`src/rtl/ctx_mem_arbiter_if.sv`:
```
// Bus bundle for the core OBI port, the RTOS context-save/restore ports and the downstream OBI memory port.
// The slave modport is the arbiter's view; the master modport is the surrounding system's view.
interface ctx_mem_arbiter_if;
    logic        data_req_i;
    logic        data_we_i;
    logic [3:0]  data_be_i;
    logic [31:0] data_addr_i;
    logic [31:0] data_wdata_i;
    logic        data_gnt_o;
    logic        data_rvalid_o;
    logic [31:0] data_rdata_o;

    logic        ctx_wr_valid_i;
    logic [31:0] ctx_wr_addr_i;
    logic [31:0] ctx_wr_data_i;
    logic        ctx_wr_ready_o;
    logic        ctx_rd_rq_valid_i;
    logic [31:0] ctx_rd_rq_addr_i;
    logic        ctx_rd_rq_ready_o;
    logic        ctx_rd_resp_valid_o;
    logic [31:0] ctx_rd_data_o;

    logic        mem_req_o;
    logic        mem_we_o;
    logic [3:0]  mem_be_o;
    logic [31:0] mem_addr_o;
    logic [31:0] mem_wdata_o;
    logic        mem_gnt_i;
    logic        mem_rvalid_i;
    logic [31:0] mem_rdata_i;

    logic        err_o;

    modport slave (
        input  data_req_i, data_we_i, data_be_i, data_addr_i, data_wdata_i,
        output data_gnt_o, data_rvalid_o, data_rdata_o,
        input  ctx_wr_valid_i, ctx_wr_addr_i, ctx_wr_data_i,
        output ctx_wr_ready_o,
        input  ctx_rd_rq_valid_i, ctx_rd_rq_addr_i,
        output ctx_rd_rq_ready_o, ctx_rd_resp_valid_o, ctx_rd_data_o,
        output mem_req_o, mem_we_o, mem_be_o, mem_addr_o, mem_wdata_o,
        input  mem_gnt_i, mem_rvalid_i, mem_rdata_i,
        output err_o
    );

    modport master (
        output data_req_i, data_we_i, data_be_i, data_addr_i, data_wdata_i,
        input  data_gnt_o, data_rvalid_o, data_rdata_o,
        output ctx_wr_valid_i, ctx_wr_addr_i, ctx_wr_data_i,
        input  ctx_wr_ready_o,
        output ctx_rd_rq_valid_i, ctx_rd_rq_addr_i,
        input  ctx_rd_rq_ready_o, ctx_rd_resp_valid_o, ctx_rd_data_o,
        input  mem_req_o, mem_we_o, mem_be_o, mem_addr_o, mem_wdata_o,
        output mem_gnt_i, mem_rvalid_i, mem_rdata_i,
        input  err_o
    );
endinterface

```
`src/rtl/ctx_mem_arbiter.sv`:
```
// Shares one OBI data-memory port between the core and the RTOS context save/restore traffic.
// Define CTX_ARB_STARVE_EN to let starved context traffic overtake the core after STARVE_LIMIT lost arbitrations.
module ctx_mem_arbiter #(
    parameter int unsigned MAX_OUTSTANDING = 2,
    parameter int unsigned STARVE_LIMIT    = 8
) (
    input  logic               clk_i,
    input  logic               rst_ni,
    ctx_mem_arbiter_if.slave   bus
);

    typedef enum logic [1:0] {SRC_NONE, SRC_CORE, SRC_WR, SRC_RD} src_e;
    typedef enum logic [1:0] {IDLE, HOLD_CORE, HOLD_WR, HOLD_RD} state_e;

    localparam int unsigned PTR_W = (MAX_OUTSTANDING > 1) ? $clog2(MAX_OUTSTANDING) : 1;
    localparam int unsigned CNT_W = $clog2(MAX_OUTSTANDING + 1);
    localparam int unsigned DEPTH = 1 << PTR_W;

    if (MAX_OUTSTANDING < 1 || MAX_OUTSTANDING > 8 || STARVE_LIMIT < 1 || STARVE_LIMIT > 255) begin : g_bad_param
        $error("ctx_mem_arbiter: parameter out of range");
    end

    state_e             state_q, state_d;
    src_e               fifo_q [DEPTH];
    src_e               fifo_d [DEPTH];
    logic [PTR_W-1:0]   wr_ptr_q, wr_ptr_d;
    logic [PTR_W-1:0]   rd_ptr_q, rd_ptr_d;
    logic [CNT_W-1:0]   count_q, count_d;
    logic               err_q, err_d;

    src_e               sel;
    src_e               head;
    logic               ctx_first;
    logic               ctx_pending;
    logic               sel_req;
    logic               req_out;
    logic               fifo_full;
    logic               fifo_empty;
    logic               push;
    logic               pop;
    logic               mux_we;
    logic [3:0]         mux_be;
    logic [31:0]        mux_addr;
    logic [31:0]        mux_wdata;

    function automatic logic [PTR_W-1:0] ptr_inc(input logic [PTR_W-1:0] p);
        return (p == PTR_W'(MAX_OUTSTANDING - 1)) ? '0 : p + PTR_W'(1);
    endfunction

    assign ctx_pending = bus.ctx_wr_valid_i | bus.ctx_rd_rq_valid_i;

`ifdef CTX_ARB_STARVE_EN
    localparam int unsigned STARVE_W = $clog2(STARVE_LIMIT + 1);
    logic [STARVE_W-1:0] starve_q, starve_d;
    assign ctx_first = (starve_q >= STARVE_W'(STARVE_LIMIT));
`else
    assign ctx_first = 1'b0;
`endif

    // A held source keeps the mux until its grant; otherwise pick the winner for this cycle.
    always_comb begin
        sel = SRC_NONE;
        case (state_q)
            HOLD_CORE: sel = SRC_CORE;
            HOLD_WR:   sel = SRC_WR;
            HOLD_RD:   sel = SRC_RD;
            default: begin
                if (ctx_first && bus.ctx_wr_valid_i)         sel = SRC_WR;
                else if (ctx_first && bus.ctx_rd_rq_valid_i) sel = SRC_RD;
                else if (bus.data_req_i)                     sel = SRC_CORE;
                else if (bus.ctx_wr_valid_i)                 sel = SRC_WR;
                else if (bus.ctx_rd_rq_valid_i)              sel = SRC_RD;
            end
        endcase
    end

    always_comb begin
        sel_req   = 1'b0;
        mux_we    = 1'b0;
        mux_be    = 4'h0;
        mux_addr  = 32'h0;
        mux_wdata = 32'h0;
        case (sel)
            SRC_CORE: begin
                sel_req   = bus.data_req_i;
                mux_we    = bus.data_we_i;
                mux_be    = bus.data_be_i;
                mux_addr  = bus.data_addr_i;
                mux_wdata = bus.data_wdata_i;
            end
            SRC_WR: begin
                sel_req   = bus.ctx_wr_valid_i;
                mux_we    = 1'b1;
                mux_be    = 4'hF;
                mux_addr  = bus.ctx_wr_addr_i;
                mux_wdata = bus.ctx_wr_data_i;
            end
            SRC_RD: begin
                sel_req   = bus.ctx_rd_rq_valid_i;
                mux_be    = 4'hF;
                mux_addr  = bus.ctx_rd_rq_addr_i;
            end
            default: ;
        endcase
    end

    // The full gate looks only at the registered count, so a same-cycle pop cannot release it.
    assign fifo_full  = (count_q == CNT_W'(MAX_OUTSTANDING));
    assign fifo_empty = (count_q == '0);
    assign req_out    = sel_req & ~fifo_full;
    assign push       = req_out & bus.mem_gnt_i;
    assign pop        = bus.mem_rvalid_i & ~fifo_empty;
    assign head       = fifo_q[rd_ptr_q];

    assign bus.mem_req_o   = req_out;
    assign bus.mem_we_o    = mux_we;
    assign bus.mem_be_o    = mux_be;
    assign bus.mem_addr_o  = mux_addr;
    assign bus.mem_wdata_o = mux_wdata;

    assign bus.data_gnt_o        = push & (sel == SRC_CORE);
    assign bus.ctx_wr_ready_o    = push & (sel == SRC_WR);
    assign bus.ctx_rd_rq_ready_o = push & (sel == SRC_RD);

    // Context-write responses match neither route and are dropped here.
    assign bus.data_rvalid_o       = pop & (head == SRC_CORE);
    assign bus.data_rdata_o        = (pop && head == SRC_CORE) ? bus.mem_rdata_i : 32'h0;
    assign bus.ctx_rd_resp_valid_o = pop & (head == SRC_RD);
    assign bus.ctx_rd_data_o       = (pop && head == SRC_RD) ? bus.mem_rdata_i : 32'h0;
    assign bus.err_o               = err_q;

    always_comb begin
        state_d  = state_q;
        fifo_d   = fifo_q;
        wr_ptr_d = wr_ptr_q;
        rd_ptr_d = rd_ptr_q;
        err_d    = err_q | (bus.mem_rvalid_i & fifo_empty);
        if (push) begin
            fifo_d[wr_ptr_q] = sel;
            wr_ptr_d         = ptr_inc(wr_ptr_q);
        end
        if (pop) begin
            rd_ptr_d = ptr_inc(rd_ptr_q);
        end
        count_d = count_q + CNT_W'(push) - CNT_W'(pop);
        case (state_q)
            IDLE: begin
                if (req_out && !bus.mem_gnt_i) begin
                    case (sel)
                        SRC_CORE: state_d = HOLD_CORE;
                        SRC_WR:   state_d = HOLD_WR;
                        SRC_RD:   state_d = HOLD_RD;
                        default:  state_d = IDLE;
                    endcase
                end
            end
            default: begin
                if (push) state_d = IDLE;
            end
        endcase
`ifdef CTX_ARB_STARVE_EN
        starve_d = starve_q;
        if (!ctx_pending || (push && sel != SRC_CORE)) begin
            starve_d = '0;
        end else if (state_q == IDLE && sel == SRC_CORE && starve_q < STARVE_W'(STARVE_LIMIT)) begin
            starve_d = starve_q + STARVE_W'(1);
        end
`endif
    end

    always_ff @(posedge clk_i or negedge rst_ni) begin
        if (!rst_ni) begin
            state_q  <= IDLE;
            for (int i = 0; i < DEPTH; i++) fifo_q[i] <= SRC_NONE;
            wr_ptr_q <= '0;
            rd_ptr_q <= '0;
            count_q  <= '0;
            err_q    <= 1'b0;
`ifdef CTX_ARB_STARVE_EN
            starve_q <= '0;
`endif
        end else begin
            state_q  <= state_d;
            fifo_q   <= fifo_d;
            wr_ptr_q <= wr_ptr_d;
            rd_ptr_q <= rd_ptr_d;
            count_q  <= count_d;
            err_q    <= err_d;
`ifdef CTX_ARB_STARVE_EN
            starve_q <= starve_d;
`endif
        end
    end

endmodule

```
`src/flat_wrapper.sv`:
```
// flat-port wrapper written by rule: the top's interface ports become plain ports
module ctx_mem_arbiter_flat 
#(
    parameter int unsigned MAX_OUTSTANDING = 2,
    parameter int unsigned STARVE_LIMIT    = 8
)
  (clk_i, rst_ni, bus_data_req_i, bus_data_we_i, bus_data_be_i, bus_data_addr_i, bus_data_wdata_i, bus_data_gnt_o, bus_data_rvalid_o, bus_data_rdata_o, bus_ctx_wr_valid_i, bus_ctx_wr_addr_i, bus_ctx_wr_data_i, bus_ctx_wr_ready_o, bus_ctx_rd_rq_valid_i, bus_ctx_rd_rq_addr_i, bus_ctx_rd_rq_ready_o, bus_ctx_rd_resp_valid_o, bus_ctx_rd_data_o, bus_mem_req_o, bus_mem_we_o, bus_mem_be_o, bus_mem_addr_o, bus_mem_wdata_o, bus_mem_gnt_i, bus_mem_rvalid_i, bus_mem_rdata_i, bus_err_o);
  ctx_mem_arbiter_if bus_i ();
  input  logic clk_i;
  input  logic rst_ni;
  input wire logic [$bits(bus_i.data_req_i)-1:0] bus_data_req_i;
  input wire logic [$bits(bus_i.data_we_i)-1:0] bus_data_we_i;
  input wire logic [$bits(bus_i.data_be_i)-1:0] bus_data_be_i;
  input wire logic [$bits(bus_i.data_addr_i)-1:0] bus_data_addr_i;
  input wire logic [$bits(bus_i.data_wdata_i)-1:0] bus_data_wdata_i;
  output wire logic [$bits(bus_i.data_gnt_o)-1:0] bus_data_gnt_o;
  output wire logic [$bits(bus_i.data_rvalid_o)-1:0] bus_data_rvalid_o;
  output wire logic [$bits(bus_i.data_rdata_o)-1:0] bus_data_rdata_o;
  input wire logic [$bits(bus_i.ctx_wr_valid_i)-1:0] bus_ctx_wr_valid_i;
  input wire logic [$bits(bus_i.ctx_wr_addr_i)-1:0] bus_ctx_wr_addr_i;
  input wire logic [$bits(bus_i.ctx_wr_data_i)-1:0] bus_ctx_wr_data_i;
  output wire logic [$bits(bus_i.ctx_wr_ready_o)-1:0] bus_ctx_wr_ready_o;
  input wire logic [$bits(bus_i.ctx_rd_rq_valid_i)-1:0] bus_ctx_rd_rq_valid_i;
  input wire logic [$bits(bus_i.ctx_rd_rq_addr_i)-1:0] bus_ctx_rd_rq_addr_i;
  output wire logic [$bits(bus_i.ctx_rd_rq_ready_o)-1:0] bus_ctx_rd_rq_ready_o;
  output wire logic [$bits(bus_i.ctx_rd_resp_valid_o)-1:0] bus_ctx_rd_resp_valid_o;
  output wire logic [$bits(bus_i.ctx_rd_data_o)-1:0] bus_ctx_rd_data_o;
  output wire logic [$bits(bus_i.mem_req_o)-1:0] bus_mem_req_o;
  output wire logic [$bits(bus_i.mem_we_o)-1:0] bus_mem_we_o;
  output wire logic [$bits(bus_i.mem_be_o)-1:0] bus_mem_be_o;
  output wire logic [$bits(bus_i.mem_addr_o)-1:0] bus_mem_addr_o;
  output wire logic [$bits(bus_i.mem_wdata_o)-1:0] bus_mem_wdata_o;
  input wire logic [$bits(bus_i.mem_gnt_i)-1:0] bus_mem_gnt_i;
  input wire logic [$bits(bus_i.mem_rvalid_i)-1:0] bus_mem_rvalid_i;
  input wire logic [$bits(bus_i.mem_rdata_i)-1:0] bus_mem_rdata_i;
  output wire logic [$bits(bus_i.err_o)-1:0] bus_err_o;
  assign bus_i.data_req_i = bus_data_req_i;
  assign bus_i.data_we_i = bus_data_we_i;
  assign bus_i.data_be_i = bus_data_be_i;
  assign bus_i.data_addr_i = bus_data_addr_i;
  assign bus_i.data_wdata_i = bus_data_wdata_i;
  assign bus_data_gnt_o = bus_i.data_gnt_o;
  assign bus_data_rvalid_o = bus_i.data_rvalid_o;
  assign bus_data_rdata_o = bus_i.data_rdata_o;
  assign bus_i.ctx_wr_valid_i = bus_ctx_wr_valid_i;
  assign bus_i.ctx_wr_addr_i = bus_ctx_wr_addr_i;
  assign bus_i.ctx_wr_data_i = bus_ctx_wr_data_i;
  assign bus_ctx_wr_ready_o = bus_i.ctx_wr_ready_o;
  assign bus_i.ctx_rd_rq_valid_i = bus_ctx_rd_rq_valid_i;
  assign bus_i.ctx_rd_rq_addr_i = bus_ctx_rd_rq_addr_i;
  assign bus_ctx_rd_rq_ready_o = bus_i.ctx_rd_rq_ready_o;
  assign bus_ctx_rd_resp_valid_o = bus_i.ctx_rd_resp_valid_o;
  assign bus_ctx_rd_data_o = bus_i.ctx_rd_data_o;
  assign bus_mem_req_o = bus_i.mem_req_o;
  assign bus_mem_we_o = bus_i.mem_we_o;
  assign bus_mem_be_o = bus_i.mem_be_o;
  assign bus_mem_addr_o = bus_i.mem_addr_o;
  assign bus_mem_wdata_o = bus_i.mem_wdata_o;
  assign bus_i.mem_gnt_i = bus_mem_gnt_i;
  assign bus_i.mem_rvalid_i = bus_mem_rvalid_i;
  assign bus_i.mem_rdata_i = bus_mem_rdata_i;
  assign bus_err_o = bus_i.err_o;
  ctx_mem_arbiter #(.MAX_OUTSTANDING(MAX_OUTSTANDING), .STARVE_LIMIT(STARVE_LIMIT)) u_core (.clk_i(clk_i), .rst_ni(rst_ni), .bus(bus_i));
endmodule
```
`config.mk`:
```
export PLATFORM = sky130hd
export DESIGN_NAME = ctx_mem_arbiter_flat
export DESIGN_NICKNAME = d
export VERILOG_FILES = /design/src/rtl/ctx_mem_arbiter_if.sv /design/src/rtl/ctx_mem_arbiter.sv /design/src/flat_wrapper.sv
export SDC_FILE = /design/constraint.sdc
export NUM_CORES = 1
export LEC_CHECK = 0
export CORE_AREA = 2 2 133 135
export CTS_BUF_LIST = sky130_fd_sc_hd__clkbuf_4
export DETAILED_ROUTE_END_ITERATION = 8
export DIE_AREA = 0 0 135 137
export GPL_TIMING_DRIVEN = 0
export SLEW_MARGIN = 20
export SYNTH_ARGS = -nofsm -noshare
export SYNTH_HDL_FRONTEND = slang
export SYNTH_SLANG_ARGS = --single-unit
```
`constraint.sdc`:
```
create_clock -name clk_i -period 3.3 [get_ports clk_i]
set_clock_uncertainty 0.1 [all_clocks]
set_input_delay 0.66 -clock clk_i [delete_from_list [all_inputs] [get_ports clk_i]]
set_output_delay 0.66 -clock clk_i [all_outputs]
set_load 0.02 [all_outputs]
```
==> results.yml <==
outcome:
  outcome: "complete, no violations"
critical_path:
  cp_max_fo: 7
  cp-start-kind: "primary input"
  crit_start: "bus_ctx_rd_rq_valid_i"
  crit_chain: "buf_6, nor2b_1, o21a_1, or2_4, ha_4, a222oi_1, buf_4, nor4b_4, buf_4, and2_4, buf_6"
  crit_type: "primary input to output port"
  crit_required_ns: 2.54
  cp.arrival_ns: 2.50
  end_kind: "output port"
  reg2reg_from: "u_core.state_q[0]$_DFFE_PN0P_"
  crit_family: "simple AND/OR/NAND/NOR gates"
  cp_slowest_stage_delay_ns: 0.30
  crit_buf_inv: 4
  crit_path_top_delay_cell: "a222oi_1"
clock_network:
  numClockSinks: 11
  cts_root_buf: "clkbuf_4"
  clk_pin_slew_ns: 0.07
  h-tree-depth: 1
  clock_path_buffers: 2
  clk_latency_ns: 0.27
  cts_tree: "done"
  cts-buffers-inserted: 3
logic_synthesis:
  synth-seq-cells: 11
  syn_area_mm2: 0.00203
  ys_seq_area_frac: 0.136
  yosysUniqueCellTypes: 29
  yosysWarnings: 0
  syn_inst: 291
  syn_nets: 501
  syn_area_per_cell_um2: 6.97
placed_design:
  portBuffers: 343
  place_ws_ns: -1.54
  gp_routability_congestion: 0.766
  dpl.hpwl_mm: 11.5
floorplanning:
  core_area_mm2: 0.0171
  io_pins: 344
  die_h_um: 137
  die_x_um: 135
  initial_core_util: 0.119
  dieArea_mm2: 0.0185
  num_rows: 48
hold_path:
  hold_start: "u_core.bus.err_o$_DFF_PN0_"
  holdCritPathClass: "flop to flop"
timing:
  final_max_slew_viol_count: 0
  rsz0062_at_grt: "yes"
  worstMarginPinSlew_ns: 0.526
  setup_ws_ns: 0.0390
  hold_ws_ns: 0.382
  hold_violations: 0
  setup_violations: 0
  period_share: 0.988
  min_period_ns: 3.26
  fmax_mhz: 307
  slew_headroom: 0.648
detailed_routing:
  highest_layer: "met4"
  drc_errors: 0
  wl_per_cell_um: 15.9
  dr_wl_met2_mm: 6.93
  drt_pass1_iterations: 6
  drt-met1-wl_mm: 5.31
  drt-vias-per-instance: 4.26
  via_count: 3698
  drt.antenna.violating_nets: 0
  wirelength_mm: 13.8
  met3_length_mm: 1.35
  drt-initial-drc-count: 233
grt:
  grt-ovfl-total: 0
  grt_max_degree: 12
  antenna_found_initial: 0
  grt_pass1_wl_mm: 19.9
  grt_usage: 0.136
  first_global_vias: 3554
finish:
  utilization: 0.345
  n_antenna_cell: 0
  layout-drive-gt1-share: 0.179
  nNetsFinal: 854
  fillers: 1857
  area_delta_synth_final_pct: 190
power:
  vdd.ir_drop.worst_uv: 417
  p_leak_nw: 2.72
  power_density_mw_per_mm2: 770
job:
  maxCapViolations: 0
metrics by stage:
stage               power, W  instance area [µm²]  std cells  setup TNS, ns
floorplan            0.00248                 2030        291              0
global placement     0.00454                 5740        859        -120.83
detailed placement   0.00453                 5740        859        -121.34
CTS                  0.00461                 5930        869         -0.159
global route         0.00488                 5880        868         -0.148
finish               0.00453                 5880        868              0
where the power goes:
group / internal (W) / switching (W)
logic: 0.00180 / 0.00237
registers: 0.000200 / 0.0000551
clock network: 0.0000550 / 0.0000451
area by class of cell:
class                   count  area, µm²  area share
clock buffers               4       30.0     0.00510
flip-flops and latches     11        275      0.0468
inverters                   5       21.3     0.00361
plain buffers              29        231      0.0393
well taps                 225        282      0.0478
repair buffers            352       3360       0.571
multi-input cells         242       1690       0.286
per-layer routing:
layer / GRT usage / up-vias
li1: - / 1775
met1: 0.157 / 1661
met2: 0.254 / 244
met3: 0.0337 / 18
met4: 0.0301 / 0
met5: 0 / -
cell usage in the layout (no fill, tap or decap), drive strengths merged, types with 6 or more instances in the layout:
cell           instances
ha                     6
nor2                  71
clkdlybuf4s50        206
dlygate4sd2           69
a22oi                 32
clkbuf                37
and2                  68
clkdlybuf4s15         40
a222oi                33
buf                   30
dfrtp                 11
sequential cells by signal, summed over array words and instances, names as in the netlist:
name / flops
u_core.state_q: 2
u_core.fifo_q: 4
u_core.bus.err_o: 1
u_core.wr_ptr_q: 1
u_core.count_q: 2
u_core.rd_ptr_q: 1
cell usage after synthesis, drive strengths merged:
| cell type | n | area, µm² |
|---|---|---|
| nor2 | 71 | 267 |
| and2 | 68 | 428 |
| a222oi | 33 | 330 |
| a22oi | 32 | 240 |
| clkbuf | 31 | 116 |
| dfrtp | 11 | 275 |
| ha | 6 | 75.1 |
| a21o | 5 | 37.5 |
| a21oi | 5 | 25.0 |
| inv | 5 | 18.8 |
| mux2 | 4 | 48.8 |
| nor2b | 4 | 32.5 |
| buf | 2 | 15.0 |
| o21a | 2 | 15.0 |
| xnor2 | 2 | 17.5 |
| xor2 | 2 | 17.5 |
| and3 | 1 | 6.26 |
| mux2i | 1 | 10.0 |
| nand2 | 1 | 3.75 |
| nand3b | 1 | 7.51 |
| nor3 | 1 | 5.00 |
| nor4b | 1 | 23.8 |
| o31ai | 1 | 7.51 |
| or2 | 1 | 6.26 |
final timing paths:
check | end | slack, ns | cells after the start
worst max-delay path | bus_data_gnt_o | 0.04 | 11
worst min-delay path | u_core.bus.err_o$_DFF_PN0_ | 0.38 | 1
worst min register to register | u_core.bus.err_o$_DFF_PN0_ | 0.38 | 1
max in group asynchronous | u_core.bus.err_o$_DFF_PN0_ | 2.11 | 1
min in group asynchronous | u_core.fifo_q[3]$_DFFE_PN0P_ | 0.63 | 1
worst max register to register | u_core.fifo_q[2]$_DFFE_PN0P_ | 0.67 | 10
cells by family (layout without fill, tap and decap cells):
group                      Yosys count  in the layout  synth area share
and+or+nand+nor                    149            149             0.384
AOI/OAI and AO/OA                   78             78             0.323
buffers and inverters               38            390            0.0740
DFF                                 11             11             0.136
adders and majority gates            6              6            0.0370
muxes                                5              5            0.0290
xor gates and xnor gates             4              4            0.0173
repair_timing:
item / 4_1_cts / 5_1_grt
resized for setup: 324 / 37
setup endpoints to repair: 143 / 64
hold endpoints to repair: 0 / 0
setup buffers: 9 / 0
hold buffers: 0 / 0
pin swaps: 12 / 15
(Power assumes the default switching activity.)
